### config.mk
export PLATFORM = sky130hd
export DESIGN_NAME = ram_burst_reader
export DESIGN_NICKNAME = d
export VERILOG_FILES = /design/src/rtl/ram_burst_reader_pkg.sv /design/src/rtl/rd_credit_fifo.sv /design/src/rtl/ram_burst_reader.sv
export SDC_FILE = /design/constraint.sdc
export NUM_CORES = 1
export LEC_CHECK = 0
export ABC_AREA = 0
export CORE_ASPECT_RATIO = 0.7
export CORE_MARGIN = 4
export CORE_UTILIZATION = 63
export DETAILED_ROUTE_END_ITERATION = 12
export PLACE_DENSITY = 0.85
export SETUP_SLACK_MARGIN = 0.5
export SYNTH_ARGS = -nofsm -noshare
export SYNTH_HDL_FRONTEND = slang
export SYNTH_SLANG_ARGS = --single-unit
### constraint.sdc
create_clock -name clk -period 8.86 [get_ports clk]
set_clock_uncertainty 0.1 [all_clocks]
set_input_delay 2.658 -clock clk [delete_from_list [all_inputs] [get_ports clk]]
set_output_delay 2.658 -clock clk [all_outputs]
set_load 0.1 [all_outputs]
### src/rtl/ram_burst_reader_pkg.sv
// Shared constants and FSM encoding for the RAM burst reader.
// RAM read latency, capture point and output buffer depth live here so the top and FIFO agree.
package ram_burst_reader_pkg;

  localparam int RD_LATENCY    = 3;
  localparam int CAPTURE_DELAY = RD_LATENCY + 1;
  localparam int FIFO_DEPTH    = 8;

  typedef enum logic [1:0] {
    IDLE  = 2'd0,
    ISSUE = 2'd1,
    DRAIN = 2'd2
  } state_t;

endpackage

### src/rtl/rd_credit_fifo.sv
// Output buffer for the burst reader: synchronous FIFO whose head word and valid flag are
// registered, plus an occupancy count used for read-credit accounting.
module rd_credit_fifo
  import ram_burst_reader_pkg::*;
#(
  parameter int WIDTH = 33,
  parameter int DEPTH = FIFO_DEPTH
) (
  input  logic                       clk,
  input  logic                       reset_n,
  input  logic                       flush,
  input  logic                       push,
  input  logic [WIDTH-1:0]           push_data,
  input  logic                       pop,
  output logic                       out_valid,
  output logic [WIDTH-1:0]           out_data,
  output logic [$clog2(DEPTH):0]     count
);

  localparam int PW = $clog2(DEPTH);

  logic [WIDTH-1:0] mem [DEPTH];
  logic [PW-1:0]    rd_ptr, wr_ptr, rd_ptr_n, wr_ptr_n;
  logic [PW:0]      count_n;
  logic             do_push, do_pop;

  assign do_pop   = pop && out_valid;
  assign do_push  = push && ((count != (PW+1)'(DEPTH)) || do_pop);
  assign rd_ptr_n = rd_ptr + PW'(do_pop);
  assign wr_ptr_n = wr_ptr + PW'(do_push);
  assign count_n  = count + (PW+1)'(do_push) - (PW+1)'(do_pop);

  always_ff @(posedge clk) begin
    if (do_push && !flush) mem[wr_ptr] <= push_data;
  end

  // The head register is loaded with whatever will sit at rd_ptr_n after this edge,
  // bypassing the array when the incoming word lands directly at the head.
  always_ff @(posedge clk or negedge reset_n) begin
    if (!reset_n) begin
      rd_ptr    <= '0;
      wr_ptr    <= '0;
      count     <= '0;
      out_valid <= 1'b0;
      out_data  <= '0;
    end else if (flush) begin
      rd_ptr    <= '0;
      wr_ptr    <= '0;
      count     <= '0;
      out_valid <= 1'b0;
      out_data  <= '0;
    end else begin
      rd_ptr    <= rd_ptr_n;
      wr_ptr    <= wr_ptr_n;
      count     <= count_n;
      out_valid <= (count_n != '0);
      if (count_n == '0)
        out_data <= '0;
      else if (do_push && (rd_ptr_n == wr_ptr))
        out_data <= push_data;
      else
        out_data <= mem[rd_ptr_n];
    end
  end

endmodule

### src/rtl/ram_burst_reader.sv
// Streams a burst of consecutive RAM words (3-cycle read latency) out on a valid/ready port.
// Optional BURST_READER_ABORT_EN adds an abort input that cancels a running burst.
//
// state | meaning
// IDLE  | waiting for start
// ISSUE | issuing one read address per cycle while credit allows
// DRAIN | all addresses issued, waiting for the last word to leave
module ram_burst_reader
  import ram_burst_reader_pkg::*;
#(
  parameter int DATA_WIDTH = 32,
  parameter int ADDR_WIDTH = 8
) (
  input  logic                  clk,
  input  logic                  reset_n,
  input  logic                  start,
  input  logic [ADDR_WIDTH-1:0] base_addr,
  input  logic [ADDR_WIDTH:0]   burst_len,
`ifdef BURST_READER_ABORT_EN
  input  logic                  abort,
`endif
  output logic [ADDR_WIDTH-1:0] addrb,
  input  logic [DATA_WIDTH-1:0] dob,
  output logic [DATA_WIDTH-1:0] m_tdata,
  output logic                  m_tvalid,
  input  logic                  m_tready,
  output logic                  m_tlast,
  output logic                  busy,
  output logic                  done
);

  localparam int CW = $clog2(FIFO_DEPTH) + 1;
  localparam int IW = $clog2(CAPTURE_DELAY + 1);
  localparam int SW = CW + 1;
  localparam logic [ADDR_WIDTH:0] LEN_ONE = 1;

  state_t                  state;
  logic [ADDR_WIDTH-1:0]   next_addr;
  logic [ADDR_WIDTH:0]     remaining;
  logic                    empty_burst;
  logic [CAPTURE_DELAY-1:0] sr_valid, sr_last;
  logic [IW-1:0]           inflight;
  logic [CW-1:0]           fifo_count;
  logic [DATA_WIDTH:0]     fifo_data;
  logic                    issue, fire, flush;

  always_comb begin
    inflight = '0;
    for (int i = 0; i < CAPTURE_DELAY; i++) inflight = inflight + IW'(sr_valid[i]);
  end

`ifdef BURST_READER_ABORT_EN
  assign flush = abort && busy;
`else
  assign flush = 1'b0;
`endif

  // Issuing is gated by words in flight plus words buffered, so the FIFO can never overflow.
  assign issue = (state == ISSUE) &&
                 ((SW'(inflight) + SW'(fifo_count)) < SW'(FIFO_DEPTH));
  assign fire  = m_tvalid && m_tready;

  always_ff @(posedge clk or negedge reset_n) begin
    if (!reset_n) begin
      state       <= IDLE;
      addrb       <= '0;
      next_addr   <= '0;
      remaining   <= '0;
      empty_burst <= 1'b0;
      sr_valid    <= '0;
      sr_last     <= '0;
      busy        <= 1'b0;
      done        <= 1'b0;
    end else begin
      done     <= 1'b0;
      sr_valid <= {sr_valid[CAPTURE_DELAY-2:0], issue};
      sr_last  <= {sr_last[CAPTURE_DELAY-2:0], issue && (remaining == LEN_ONE)};
      if (issue) begin
        addrb     <= next_addr;
        next_addr <= next_addr + ADDR_WIDTH'(1);
        remaining <= remaining - LEN_ONE;
      end
      case (state)
        IDLE: begin
          if (start) begin
            next_addr   <= base_addr;
            remaining   <= burst_len;
            busy        <= 1'b1;
            empty_burst <= (burst_len == '0);
            state       <= (burst_len == '0) ? DRAIN : ISSUE;
          end
        end
        ISSUE: begin
          if (issue && (remaining == LEN_ONE)) state <= DRAIN;
        end
        DRAIN: begin
          if (empty_burst || (fire && m_tlast)) begin
            state       <= IDLE;
            busy        <= 1'b0;
            done        <= 1'b1;
            empty_burst <= 1'b0;
          end
        end
        default: state <= IDLE;
      endcase
      if (flush) begin
        state       <= IDLE;
        busy        <= 1'b0;
        done        <= 1'b1;
        empty_burst <= 1'b0;
        sr_valid    <= '0;
        sr_last     <= '0;
      end
    end
  end

  rd_credit_fifo #(
    .WIDTH (DATA_WIDTH + 1),
    .DEPTH (FIFO_DEPTH)
  ) u_fifo (
    .clk       (clk),
    .reset_n   (reset_n),
    .flush     (flush),
    .push      (sr_valid[CAPTURE_DELAY-1]),
    .push_data ({sr_last[CAPTURE_DELAY-1], dob}),
    .pop       (fire),
    .out_valid (m_tvalid),
    .out_data  (fifo_data),
    .count     (fifo_count)
  );

  assign m_tdata = fifo_data[DATA_WIDTH-1:0];
  assign m_tlast = fifo_data[DATA_WIDTH];

endmodule

==> results of run 1 <==
==> cell families (layout without fill, tap and decap cells) <==
family	Yosys count	after routing	synth area share (%)
AO/OA/AOI/OAI	76	76	4.39
XOR/XNOR	10	10	0.695
adder cells (fa/ha/maj)	17	17	1.66
buffers and inverters	52	185	2.03
flip-flops	346	346	73.0
multiplexers	100	100	13.4
AND/OR/NAND/NOR	134	134	4.90
==> per-stage QoR <==
step,hold slack [ps],instances,power (mW)
6_report,258,1144,6.66
5_1_grt,271,1144,6.98
4_1_cts,260,1144,6.70
3_5_place_dp,239,1086,5.32
3_3_place_gp,242,1086,5.18
2_1_floorplan,231,735,4.62
==> registers in the layout (all words and copies together) (netlist names) <==
register	count
u_fifo.mem	264
u_fifo.out_data	33
remaining	9
addrb	8
next_addr	8
sr_last	4
sr_valid	4
u_fifo.count	4
u_fifo.rd_ptr	3
u_fifo.wr_ptr	3
state	2
busy	1
done	1
empty_burst	1
u_fifo.out_valid	1
==> power breakdown <==
| part | internal [mW] | total [mW] | switching, mW |
|---|---|---|---|
| sequential | 2.17 | 2.35 | 0.176 |
| clock | 0.772 | 1.33 | 0.560 |
| combinational | 1.08 | 2.98 | 1.90 |
| total | 4.02 | 6.66 | 2.64 |
==> worst max-delay path, delay by kind of cell <==
kind                       cells  cell delay [ps]
buffers and inverters          3             1810
adders and majority gates      2              480
and+or+nand+nor                3              820
AOI/OAI and AO/OA              1              320
xor gates and xnor gates       1              150
==> synth_stat cells (3+ instances only) <==
| cell type | n | area [um^2] |
|---|---|---|
| sky130_fd_sc_hd__a31oi_1 | 10 | 62.6 |
| sky130_fd_sc_hd__or3_1 | 7 | 43.8 |
| sky130_fd_sc_hd__xnor2_1 | 6 | 52.6 |
| sky130_fd_sc_hd__nand3_1 | 7 | 35.0 |
| sky130_fd_sc_hd__buf_2 | 15 | 75.1 |
| sky130_fd_sc_hd__nor2_1 | 49 | 184 |
| sky130_fd_sc_hd__dfrtp_1 | 82 | 2050 |
| sky130_fd_sc_hd__o31ai_1 | 5 | 37.5 |
| sky130_fd_sc_hd__nand2_1 | 35 | 131 |
| sky130_fd_sc_hd__a21oi_1 | 5 | 25.0 |
| sky130_fd_sc_hd__a211oi_1 | 23 | 173 |
| sky130_fd_sc_hd__buf_6 | 3 | 33.8 |
| sky130_fd_sc_hd__mux4_2 | 66 | 1490 |
| sky130_fd_sc_hd__a21o_1 | 3 | 22.5 |
| sky130_fd_sc_hd__nand2b_1 | 4 | 25.0 |
| sky130_fd_sc_hd__buf_4 | 6 | 45.0 |
| sky130_fd_sc_hd__a211oi_2 | 10 | 125 |
| sky130_fd_sc_hd__xor2_1 | 3 | 26.3 |
| sky130_fd_sc_hd__inv_1 | 14 | 52.6 |
| sky130_fd_sc_hd__o21ai_1 | 10 | 50.1 |
| sky130_fd_sc_hd__or4_1 | 9 | 67.6 |
| sky130_fd_sc_hd__mux2i_1 | 33 | 330 |
| sky130_fd_sc_hd__ha_1 | 15 | 188 |
| sky130_fd_sc_hd__clkbuf_1 | 10 | 37.5 |
| sky130_fd_sc_hd__edfxtp_1 | 264 | 7930 |
| sky130_fd_sc_hd__nor3_1 | 6 | 30.0 |
==> metal layers <==
metal / routed length [um] / part of all wire (%) / global-route usage [%] / vias to the layer above
met3: 1920 / 6.7 / 4.28 / 80
met5: 0 / 0 / 0 / -
met2: 14400 / 50 / 38.6 / 325
li1: - / - / - / 3118
met1: 11500 / 40 / 34.7 / 3843
met4: 866 / 3.0 / 6.53 / 0
==> final timing paths <==
check,startpoint,end,slack (ps),cells after the start
hold reg to reg,sr_last[0]$_DFF_PN0_,sr_last[1]$_DFF_PN0_,260,0
max in group asynchronous,reset_n,u_fifo.out_data[2]$_DFF_PN0_,5650,2
min in group asynchronous,reset_n,u_fifo.out_data[25]$_DFF_PN0_,1940,1
setup reg to reg,u_fifo.out_valid$_DFF_PN0_,u_fifo.out_data[2]$_DFF_PN0_,4960,9
hold / removal,sr_last[0]$_DFF_PN0_,sr_last[1]$_DFF_PN0_,260,0
setup / recovery,m_tready,u_fifo.out_data[2]$_DFF_PN0_,2850,10
==> area by class of cell <==
type,count,area (um^2),share of cell area [%]
Sequential cell,346,9980,62.5
Multi-Input combinational cell,337,3500,21.9
Timing Repair Buffer,111,1070,6.70
Clock buffer,43,871,5.45
Tap cell,276,345,2.16
Clock inverter,15,155,0.971
Inverter,16,60.1,0.376
==> run summary, run 1 <==
For this run, the post-layout net count is 913. The slew at the pin closest to its max-slew limit is 1050 ps. In this run, synthesis produced a sequential element count of 346. For the finished layout, the period the worst path requires is 6010 ps. In this run the remaining antenna-violating nets after routing total 0.

The post-route netlist has 18.1% of its cells at a drive strength greater than 1. The clock transition time at the flip-flop clock pins of the worst setup and hold paths is 60 ps. The root buffer cell chosen for the clock tree is sky130_fd_sc_hd__clkbuf_16. The required arrival time at the worst endpoint is 9200 ps.

The number of DRC violations after detailed-routing iteration 0 came out at 714. The main flop type after synthesis is sky130_fd_sc_hd__edfxtp_1. The repair_antennas step left the layout with diodes totalling 0. The final cell area excluding filler cells is 16,000 um^2. Leaving out fill and tap cells, the most frequent cells in the layout are sky130_fd_sc_hd__edfxtp_1, sky130_fd_sc_hd__clkdlybuf4s50_1, sky130_fd_sc_hd__dfrtp_1. The TritonCTS buffer count is 31. For this run, the top clock speed supported by timing is 166 MHz. Counting stages on the worst path, the most repeated cell is sky130_fd_sc_hd__buf_4. The library cell used most frequently in the layout, excluding fill and tap cells, is sky130_fd_sc_hd__edfxtp_1. After technology mapping, the gate count stands at 735. The flow ran to the end, and the final reports show no timing, DRC or antenna violations.

Setup repair after global routing left no endpoint under its margin. The level count of the clock H-tree is 1. For this run, the number of Yosys warnings is 0.

IR analysis of the VDD net gives a maximum drop of 0.273 mV. Compared with the post-synthesis result, the final layout area differs by 16.8%. The length of the first detailed-routing pass in iterations came out at 5. The number of pins with negative max-slew slack in the final report is 0. The period utilization is 67.9%. The initial core utilization came out at 65.0%. The count of buffers from port buffering came out at 96. After global routing the overflow that remains totals 0. TritonCTS built the clock tree. The wire length of the first global-routing pass is 44,700 um. Along the worst path, the maximum fanout reaches 68. The area of the core region came out at 21,000 um^2.

The final-report hold violation count is 0. The via count of the first global-routing pass is 7,649. Averaged over all synthesized cells, the footprint is 18.6 um^2.

Prior to clock tree synthesis, the placed netlist has a worst setup slack of 2480 ps. The number of vias per cell came out at 6.44. The final wirelength came out at 28,600 um.

The share of async-settable or async-resettable flops after synthesis is 23.7%. The detailed placer's ending HPWL is 15,800 um. The maximum buffer depth of the clock tree came out at 3. The synthesized netlist contains 54 unique library cells.

The post-CTS setup buffer count is 0. The worst path meets setup with 2850 ps of slack. For this run, the total global-route usage over all layers was measured as 24.0%. The capturing element type of the critical path is a flop. The cell row count is 44.

The number of antenna violations at the first check in global routing is 0. The critical path class is in2reg. The number of sinks on the clock net is 346. The final sum of negative setup slack is 0 ps. The arrival time reported for the critical path endpoint came out at 6350 ps. The maximum number of pins on one net before global-route repair came out at 69. The sequential element share of the synthesized area is 73.0%.

Across the run, the number of max-cap violations was 0. The number of DRC violations after detailed routing came out at 0. The number of flops mapped to enable cells by yosys came out at 264. The power density of the placed cells is 417 nW/um^2. The leakage power came out at 5.62 nW.

In this run the cell area measured after placement is 15,000 um^2. The number of hold buffers added after cts came out at 0. The number of gates given a new drive strength after cts came out at 0. The average wire per cell in the routed design came out at 25.0 um. After synthesis the cells add up to 13,700 um^2. The floorplan step set the die width to 184 um. Fill cells in the final layout number 1,158. In this run the vertical extent of the chip is 131 um. The delay contributed by the slowest stage of the critical path came out at 740 ps. The clock insertion delay at the later pin of the skew report is 560 ps. The total vias in the final route is 7,366. The min-delay analysis places its worst path in the category reg2reg. The type of origin of the critical path is an input port. Setup violations remaining at the end of the flow were counted as 0.

The worst pin sits at a relative slew slack of 29.6%. The slowest stage of the critical path belongs to the cell sky130_fd_sc_hd__buf_4. Traced cell by cell, the critical path runs through clkdlybuf4s50_1, and2_1, ha_4, ha_2, buf_4, xnor2_1, nand4_1, buf_4, nor2_1, a211oi_1. The area enclosed by the die boundary came out at 24,200 um^2. For this run, the share of the core covered by cells in the final layout is 76.0%. The routability-driven placement congestion ratio came out at 0.842. Counting every net in the synthesized netlist gives 805. The I/O pin count is 97.
Note: power is estimated with default switching activity, not from simulation.
==> run 2, diff against run 1 <==
--- a/config.mk
+++ b/config.mk
@@ -8,9 +8,9 @@
 export ABC_AREA = 0
 export CORE_ASPECT_RATIO = 0.7
 export CORE_MARGIN = 4
-export CORE_UTILIZATION = 63
+export CORE_UTILIZATION = 53
 export DETAILED_ROUTE_END_ITERATION = 12
-export PLACE_DENSITY = 0.85
+export PLACE_DENSITY = 0.76
 export SETUP_SLACK_MARGIN = 0.5
 export SYNTH_ARGS = -nofsm -noshare
 export SYNTH_HDL_FRONTEND = slang
==> constraint.sdc (replaced) <==
create_clock -name clk -period 5.1 [get_ports clk]
set_clock_uncertainty 0.1 [all_clocks]
set_input_delay 1.53 -clock clk [delete_from_list [all_inputs] [get_ports clk]]
set_output_delay 1.53 -clock clk [all_outputs]
set_load 0.1 [all_outputs]
==> run 2 against run 1 <==
Net effect:
- sequential power rose by 73%
- via count decreased by 2.3%
- critical path depth down 1
- die area up 18%
- critical path type unchanged
- global-route usage shrank 3.6 points
- largest power group unchanged
- non-clock buffer count rose by 5
==> run summary, run 2 (same netlist as run 1, synthesis figures left out) <==
The flow ran to the end, and the final reports show no timing, DRC or antenna violations. The largest delay contributor family on the critical path is buffers and inverters. The maximum buffer depth of the clock tree came out at 3 (unchanged). The overall track demand over capacity in global routing is 20.4% (-3.6 points).

The maximum number of pins on one net before global-route repair came out at 56 (-19%). The final number of setup-violating endpoints is 0 (unchanged). Walking the worst path, the cells encountered are clkdlybuf4s50_1, a211o_1, o21ai_1, inv_1, ha_1, fa_1, nor4_4, buf_12, a211oi_1.

The largest registers in the layout are u_fifo.mem: 264 flops, u_fifo.out_data: 33 flops, remaining: 9 flops. The die span in x is 200 um (+8.6%). The number of pins with negative max-slew slack in the final report came out at 0 (unchanged). The filler-free cell count of the finished design came out at 1,196 (+4.5%). The required arrival time at the worst endpoint is 5380 ps (-3820 ps). The count of buffering cells on the critical path with inverters included came out at 3 (unchanged). The final wirelength is 28,500 um (-0.48%). The number of DRC violations after detailed-routing iteration 0 came out at 648 (-9.2%). The total number of nets in the final design is 918 (+0.55%).

The post-CTS setup buffer count is 0 (unchanged). The clock insertion delay at the later pin of the skew report is 540 ps (-20 ps). The root buffer cell chosen for the clock tree is sky130_fd_sc_hd__clkbuf_16. The combinational power share is 44.1% (-0.7 points). The fraction of power consumed by sequential logic is 34.5% (-0.7 points).

The average wire per cell in the routed design came out at 23.8 um (-4.8%). The total internal power is 7.25 mW (+80%). STA classifies the critical path startpoint as an input port. The count of buffers from port buffering came out at 96 (unchanged).

The number of diodes added for antenna fixing is 0 (unchanged). Setup repair after global routing left no endpoint under its margin. For this design, the slowest cell found on the critical path is sky130_fd_sc_hd__fa_1. The worst slew margin relative to its limit came out at 31.6% (+2.0 points). The max-cap check violation count came out at 0 (unchanged). The arrival time reported for the critical path endpoint is 4550 ps (-1800 ps). The share of layout cells above drive strength 1 was 19.6% (+1.5 points). The library cells used most frequently in the layout, excluding fill and tap cells, are sky130_fd_sc_hd__edfxtp_1, sky130_fd_sc_hd__clkdlybuf4s50_1, sky130_fd_sc_hd__dfrtp_1. The class of the tightest hold or removal check is reg2reg.

The I/O pin count is 97 (unchanged). The number of DRC violations after detailed routing is 0 (unchanged). The number of antenna violations at the first check in global routing came out at 2 (+2).

The maximum achievable frequency came out at 235 MHz. The register with the most flip-flops in the final layout is u_fifo.mem. Leaving out fill and tap cells, the most frequent cell in the layout is sky130_fd_sc_hd__edfxtp_1. The number of sinks on the clock net came to 346 (unchanged).

The clock network power share is 21.4% (+1.4 points). The antenna violation net count after detailed routing came to 0 (unchanged). The total of fill cells in the finished design is 1,634 (+41%). Relative to the synthesized area, the layout overhead comes to 18.7%. The minimum period implied by the final worst setup slack came out at 4260 ps. The final sum of negative setup slack is 0 ps (unchanged). The period utilization came out at 83.6%. The final-report hold violation count came out at 0 (unchanged). The TritonCTS buffer count is 31 (unchanged).

The overall die height came to 142 um (+8.5%). The power density of the placed cells came out at 728 nW/um^2 (+75%). The initial core utilization came to 54.6% (-10 points).

The number of gates given a new drive strength after cts came out at 0 (unchanged). The flip-flop count of the largest register, all copies and words added was 264 (unchanged). The wire length of the first global-routing pass is 44,600 um (-0.20%). The worst IR drop on VDD is 0.563 mV (+110%).

The number of hold buffers added after cts came out at 0 (unchanged). The clock transition time at the flip-flop clock pins of the worst setup and hold paths was 70 ps (about the same). The cell row count is 48 (+9.1%). The number of vias per cell came out at 6.02 (-6.5%). The overall overflow remaining after global route was 0 (unchanged). The area enclosed by the die boundary came out at 28,500 um^2 (+18%).

The leakage power came out at 5.70 nW (+1.5%). The delay contributed by the slowest stage of the critical path came out at 540 ps (-200 ps). The setup path with the least slack is of type in2reg. The length of the first detailed-routing pass in iterations is 5 (unchanged). The total net switching power came out at 4.57 mW (+73%). The proportion of total power due to net switching came to 38.7% (-0.97 points). The worst setup path is captured at a flop. The slew at the pin closest to its max-slew limit is 1020 ps (-27.1 ps). The via count of the first global-routing pass is 7,661 (+0.16%).

The level count of the clock H-tree was 1 (unchanged). The routability-driven placement congestion ratio is 0.856 (+1.7%). The area of the core region came out at 25,000 um^2 (+19%).

The worst slack on hold paths is 248 ps (-10.3 ps). The detailed placer's ending HPWL is 15,800 um (-0.40%). TritonCTS built the clock tree. The count of placed standard cells including taps is 1,140 (+5.0%). The total vias in the final route came out at 7,198 (-2.3%). The biggest fanout along the worst timing path came out at 23 (-66%).
-- run 2: cell types whose count changed in the layout (fill, tap and decap cells not counted), moves of 2 or more --
| cell | change |
|---|---|
| sky130_fd_sc_hd__bufinv_16 | +5 |
| sky130_fd_sc_hd__buf_4 | +2 |
| sky130_fd_sc_hd__clkbuf_1 | -6 |
| sky130_fd_sc_hd__clkinv_2 | +5 |
| sky130_fd_sc_hd__buf_12 | +3 |
| sky130_fd_sc_hd__clkbuf_8 | -4 |
| sky130_fd_sc_hd__clkinv_1 | -5 |
| sky130_fd_sc_hd__clkinvlp_4 | +4 |
-- run 2: worst paths after layout --
path | startpoint | to | slack, ps | depth (start not counted)
max | m_tready | u_fifo.out_data[8]$_DFF_PN0_ | 840 | 9
min | sr_last[0]$_DFF_PN0_ | sr_last[1]$_DFF_PN0_ | 250 | 0
max reg2reg | u_fifo.count[3]$_DFF_PN0_ | u_fifo.out_data[8]$_DFF_PN0_ | 1790 | 9
min reg2reg | sr_last[0]$_DFF_PN0_ | sr_last[1]$_DFF_PN0_ | 250 | 0
max in group asynchronous | reset_n | next_addr[0]$_DFF_PN0_ | 2970 | 2
min in group asynchronous | reset_n | u_fifo.out_data[28]$_DFF_PN0_ | 1000 | 1
-- run 2: final cells by class --
cell class	count	area, um^2	area share (%)
timing repair buffer	116	1150	7.06
inverter	16	60.1	0.370
tap	325	407	2.51
clock inverter	23	325	2.00
clock buffer	33	793	4.89
sequential	346	9980	61.5
multi-input combinational	337	3520	21.7
-- run 2: worst reg2reg max path, cell delays in order (launching register included) --
cell	delay [ps]
sky130_fd_sc_hd__dfrtp_1	500
sky130_fd_sc_hd__ha_1	200
sky130_fd_sc_hd__inv_1	40
sky130_fd_sc_hd__o21ai_1	490
sky130_fd_sc_hd__inv_1	220
sky130_fd_sc_hd__ha_1	290
sky130_fd_sc_hd__fa_1	540
sky130_fd_sc_hd__nor4_4	430
sky130_fd_sc_hd__buf_12	270
sky130_fd_sc_hd__a211oi_1	90
-- run 2: layer usage --
layer,global-route usage [%],vias to the layer above,wire [um]
li1,-,3126,-
met1,29.7,3761,12200
met2,32.5,255,13800
met3,3.88,52,1920
met4,4.93,4,578
met5,0,-,22
-- run 2: per-stage QoR --
step           power (mW)  area, um^2  util (%)  setup slack (ps)
4_1_cts              11.9       16200      64.8               876
3_5_place_dp         9.34       15100      60.4               329
5_1_grt              12.4       16200      64.8               703
3_3_place_gp         9.15       15100      60.4               451
6_report             11.8       16200      64.8               837
2_1_floorplan        8.03       13700         -               443
-- run 2: power groups by stage --
stage                     Clock (mW)  Sequential [mW]  Combinational (mW)
final                           2.53             4.07                5.21
after global routing            2.71             4.13                5.56
after CTS                       2.57             4.08                5.26
after detailed placement           0             4.12                5.22
after global placement             0             4.08                5.07
after floorplan                    0             5.15                2.87
==> run 3, diff against run 2 <==
==> constraint.sdc (replaced) <==
create_clock -name clk -period 3.5 [get_ports clk]
set_clock_uncertainty 0.1 [all_clocks]
set_input_delay 1.05 -clock clk [delete_from_list [all_inputs] [get_ports clk]]
set_output_delay 1.05 -clock clk [all_outputs]
set_load 0.1 [all_outputs]
==> run 3 against run 2 <==
Net effect:
- sequential power is 46% higher
- final area increased by 2.1%
- wire length rose by 3.6%
- clock power is 30% higher
- critical path depth rose by 2
- combinational power rose by 63%
- sequential cell count unchanged
- critical endpoint is now u_fifo.out_data[14]$_DFF_PN0_
- largest power group unchanged
==> run summary, run 3 (same netlist as run 1, synthesis figures left out) <==
The flow ran to the end, and the final reports show no timing, DRC or antenna violations. Timing would allow up to 342 MHz. The clock transition time at the flip-flop clock pins of the worst setup and hold paths came out at 70 ps (about the same). The clock insertion delay at the later pin of the skew report is 550 ps (about the same). The count of placed standard cells including taps came out at 1,157 (+1.5%). The min-delay analysis places its worst path in the category reg2reg. The share of layout cells above drive strength 1 is 28.3% (+8.6 points). The overall track demand over capacity in global routing came out at 21.0% (+0.63 points). The clock tree from TritonCTS is done. The number of hold buffers added after cts came out at 0 (unchanged). The total vias in the final route came out at 7,288 (+1.3%). The filler-free cell count of the finished design came out at 1,224 (+2.3%). The layout overhead on the synthesized area is 21.1%. The flip-flop count of the largest register, all copies and words added is 264 (unchanged). The initial core utilization is 54.6% (unchanged). The worst setup path is captured at a flop.

The worst slack on hold paths came out at 252 ps (+4.31 ps). The routability-driven placement congestion ratio came out at 0.739 (-14%). Leaving out fill and tap cells, the most frequent cell in the layout is sky130_fd_sc_hd__edfxtp_1. The worst slack at placement came out at -162 ps (-491 ps). The arrival time reported for the critical path endpoint came out at 3240 ps (-1310 ps). The area of the core region came out at 25,000 um^2 (unchanged). The number of antenna violations at the first check in global routing is 1 (-1). The total of fill cells in the finished design was 1,594 (-2.4%). The number of DRC violations after detailed-routing iteration 0 is 680 (+4.9%). The detailed placer's ending HPWL is 17,000 um (+8.1%).

The worst reg-to-reg setup slack came out at 610 ps (-1180 ps). The number of DRC violations after detailed routing is 0 (unchanged). The length of the first detailed-routing pass in iterations is 5 (unchanged).

The area enclosed by the die boundary is 28,500 um^2 (unchanged). The overall overflow remaining after global route is 0 (unchanged). The number of instances on the worst hold path came out at 0 (unchanged). The final sum of negative setup slack is 0 ps (unchanged). Setup repair after global routing left no endpoint under its margin.

The register bank with the most flops is u_fifo.mem. The tree is rooted in a sky130_fd_sc_hd__clkbuf_16. The average wire per cell in the routed design was 24.1 um (+1.2%). The wire length of the first global-routing pass came out at 45,600 um (+2.2%). The max-cap check violation count was 0 (unchanged).

The endpoint identified for the worst register-to-register timing path is remaining[5]$_DFF_PN0_. The library cells used most frequently in the layout, excluding fill and tap cells, are sky130_fd_sc_hd__edfxtp_1, sky130_fd_sc_hd__dfrtp_1, sky130_fd_sc_hd__buf_4. The number of vias per cell came to 5.95 (-1.1%). The final wirelength is 29,500 um (+3.6%). The die span in x is 200 um (unchanged). The worst register-to-register path begins at sr_valid[0]$_DFF_PN0_. The slew at the pin closest to its max-slew limit came out at 665 ps (-359 ps). The number of diodes added for antenna fixing is 0 (unchanged). The final number of setup-violating endpoints is 0 (unchanged). The worst setup path is of the in2reg kind. The setup slack after layout is 576 ps (-261 ps). The power density of the placed cells came out at 1070 nW/um^2 (+47%).

The worst setup path is launched from an input port. The leakage power came out at 5.93 nW (+4.1%). The worst IR drop on VDD came out at 0.718 mV (+27%).

The count of buffers from port buffering came out at 96 (unchanged). The biggest fanout along the worst timing path is 7 (-70%). The cell row count is 48 (unchanged). The I/O pin count was 97 (unchanged). The final core utilization is 66.2% (+1.4 points). The via count of the first global-routing pass is 7,784 (+1.6%). The maximum buffer depth of the clock tree came out at 3 (unchanged).

Of the available clock period, the critical path in the final layout requires 83.6%. The largest registers in the layout are u_fifo.mem: 264 flops, u_fifo.out_data: 33 flops, remaining: 9 flops. The number of sinks on the clock net came out at 346 (unchanged). The antenna violation net count after detailed routing was 0 (unchanged).

The smallest clock period supported by the final layout is computed as 2920 ps. The overall die height is 142 um (unchanged). The number of pins with negative max-slew slack in the final report came to 0 (unchanged). The worst slew margin relative to its limit was 55.7% (+24 points). The path with the worst hold slack has its endpoint at sr_last[2]$_DFF_PN0_. The final-report hold violation count is 0 (unchanged). The level count of the clock H-tree came out at 1 (unchanged). The worst-case reg-to-reg path depth was 8 (-1). The required arrival time at the worst endpoint came out at 3820 ps (-1560 ps). The TritonCTS buffer count came out at 31 (unchanged). The total number of nets in the final design came out at 947 (+3.2%).

The maximum number of pins on one net before global-route repair is 47 (-16%). The worst hold path begins at sr_last[1]$_DFF_PN0_.
run 3: cell types whose count changed in the layout (fill, tap and decap cells not counted), sizes merged:
cell,before,now
bufinv,8,3
clkinv,11,8
clkinvlp,4,3
clkbuf,33,41
clkdlybuf4s50,95,50
clkdlybuf4s15,0,1
buf,21,94
run 3: layer usage:
metal / track usage [%] / part of all wire, %
met5: 0 / 0.041
met4: 5.11 / 2.1
met3: 3.34 / 5.7
met2: 35.3 / 51
met1: 29.5 / 41
run 3: final cells by class:
| type | instances | area (um^2) | share of cell area, % |
|---|---|---|---|
| multi-input cells | 337 | 3630 | 21.9 |
| repair buffers | 145 | 1510 | 9.12 |
| flip-flops and latches | 346 | 9980 | 60.2 |
| clock inverters | 14 | 150 | 0.906 |
| inverters | 16 | 60.1 | 0.362 |
| clock buffers | 41 | 833 | 5.03 |
| well taps | 325 | 407 | 2.45 |
run 3: worst max-delay path, stage by stage:
cell,delay [ps]
sky130_fd_sc_hd__clkdlybuf4s15_1,190
sky130_fd_sc_hd__a211o_1,300
sky130_fd_sc_hd__o21ai_4,170
sky130_fd_sc_hd__inv_2,70
sky130_fd_sc_hd__ha_4,160
sky130_fd_sc_hd__fa_2,450
sky130_fd_sc_hd__nor4_4,310
sky130_fd_sc_hd__buf_6,190
sky130_fd_sc_hd__buf_12,130
sky130_fd_sc_hd__buf_12,140
sky130_fd_sc_hd__a211oi_1,60
run 3: timing repair:
| action | in CTS | in global routing |
|---|---|---|
| setup endpoints to repair | 46 | 32 |
| cloned | 3 | 0 |
| resized for setup | 6 | 5 |
| setup buffers | 6 | 3 |
| pin swaps | 4 | 7 |
run 3: how the worst max path moves through the flow:
stage / startpoint / to / slack [ps] / depth (start not counted)
6_report: m_tready / u_fifo.out_data[14]$_DFF_PN0_ / 580 / 11
5_1_grt: sr_valid[0]$_DFF_PN0_ / next_addr[7]$_DFF_PN0_ / 500 / 8
4_1_cts: m_tready / u_fifo.out_data[19]$_DFF_PN0_ / 520 / 10
3_5_place_dp: m_tready / u_fifo.out_data[13]$_DFF_PN0_ / -160 / 9
3_3_place_gp: m_tready / u_fifo.out_data[14]$_DFF_PN0_ / -110 / 9
2_1_floorplan: m_tready / u_fifo.out_data[13]$_DFF_PN0_ / 230 / 8
run 3: through the flow:
| stage | total power [mW] | instance area (um^2) |
|---|---|---|
| after global placement | 13.8 | 15400 |
| after CTS | 17.8 | 16500 |
| after global routing | 18.6 | 16600 |
| after detailed placement | 14.1 | 15400 |
| after floorplan | 11.9 | 13800 |
| final | 17.7 | 16600 |
run 3: report_power, final:
| part | switching (mW) | internal (mW) |
|---|---|---|
| Clock | 1.42 | 1.89 |
| Sequential | 0.461 | 5.48 |
| Combinational | 5.06 | 3.44 |
| Total | 6.93 | 10.8 |
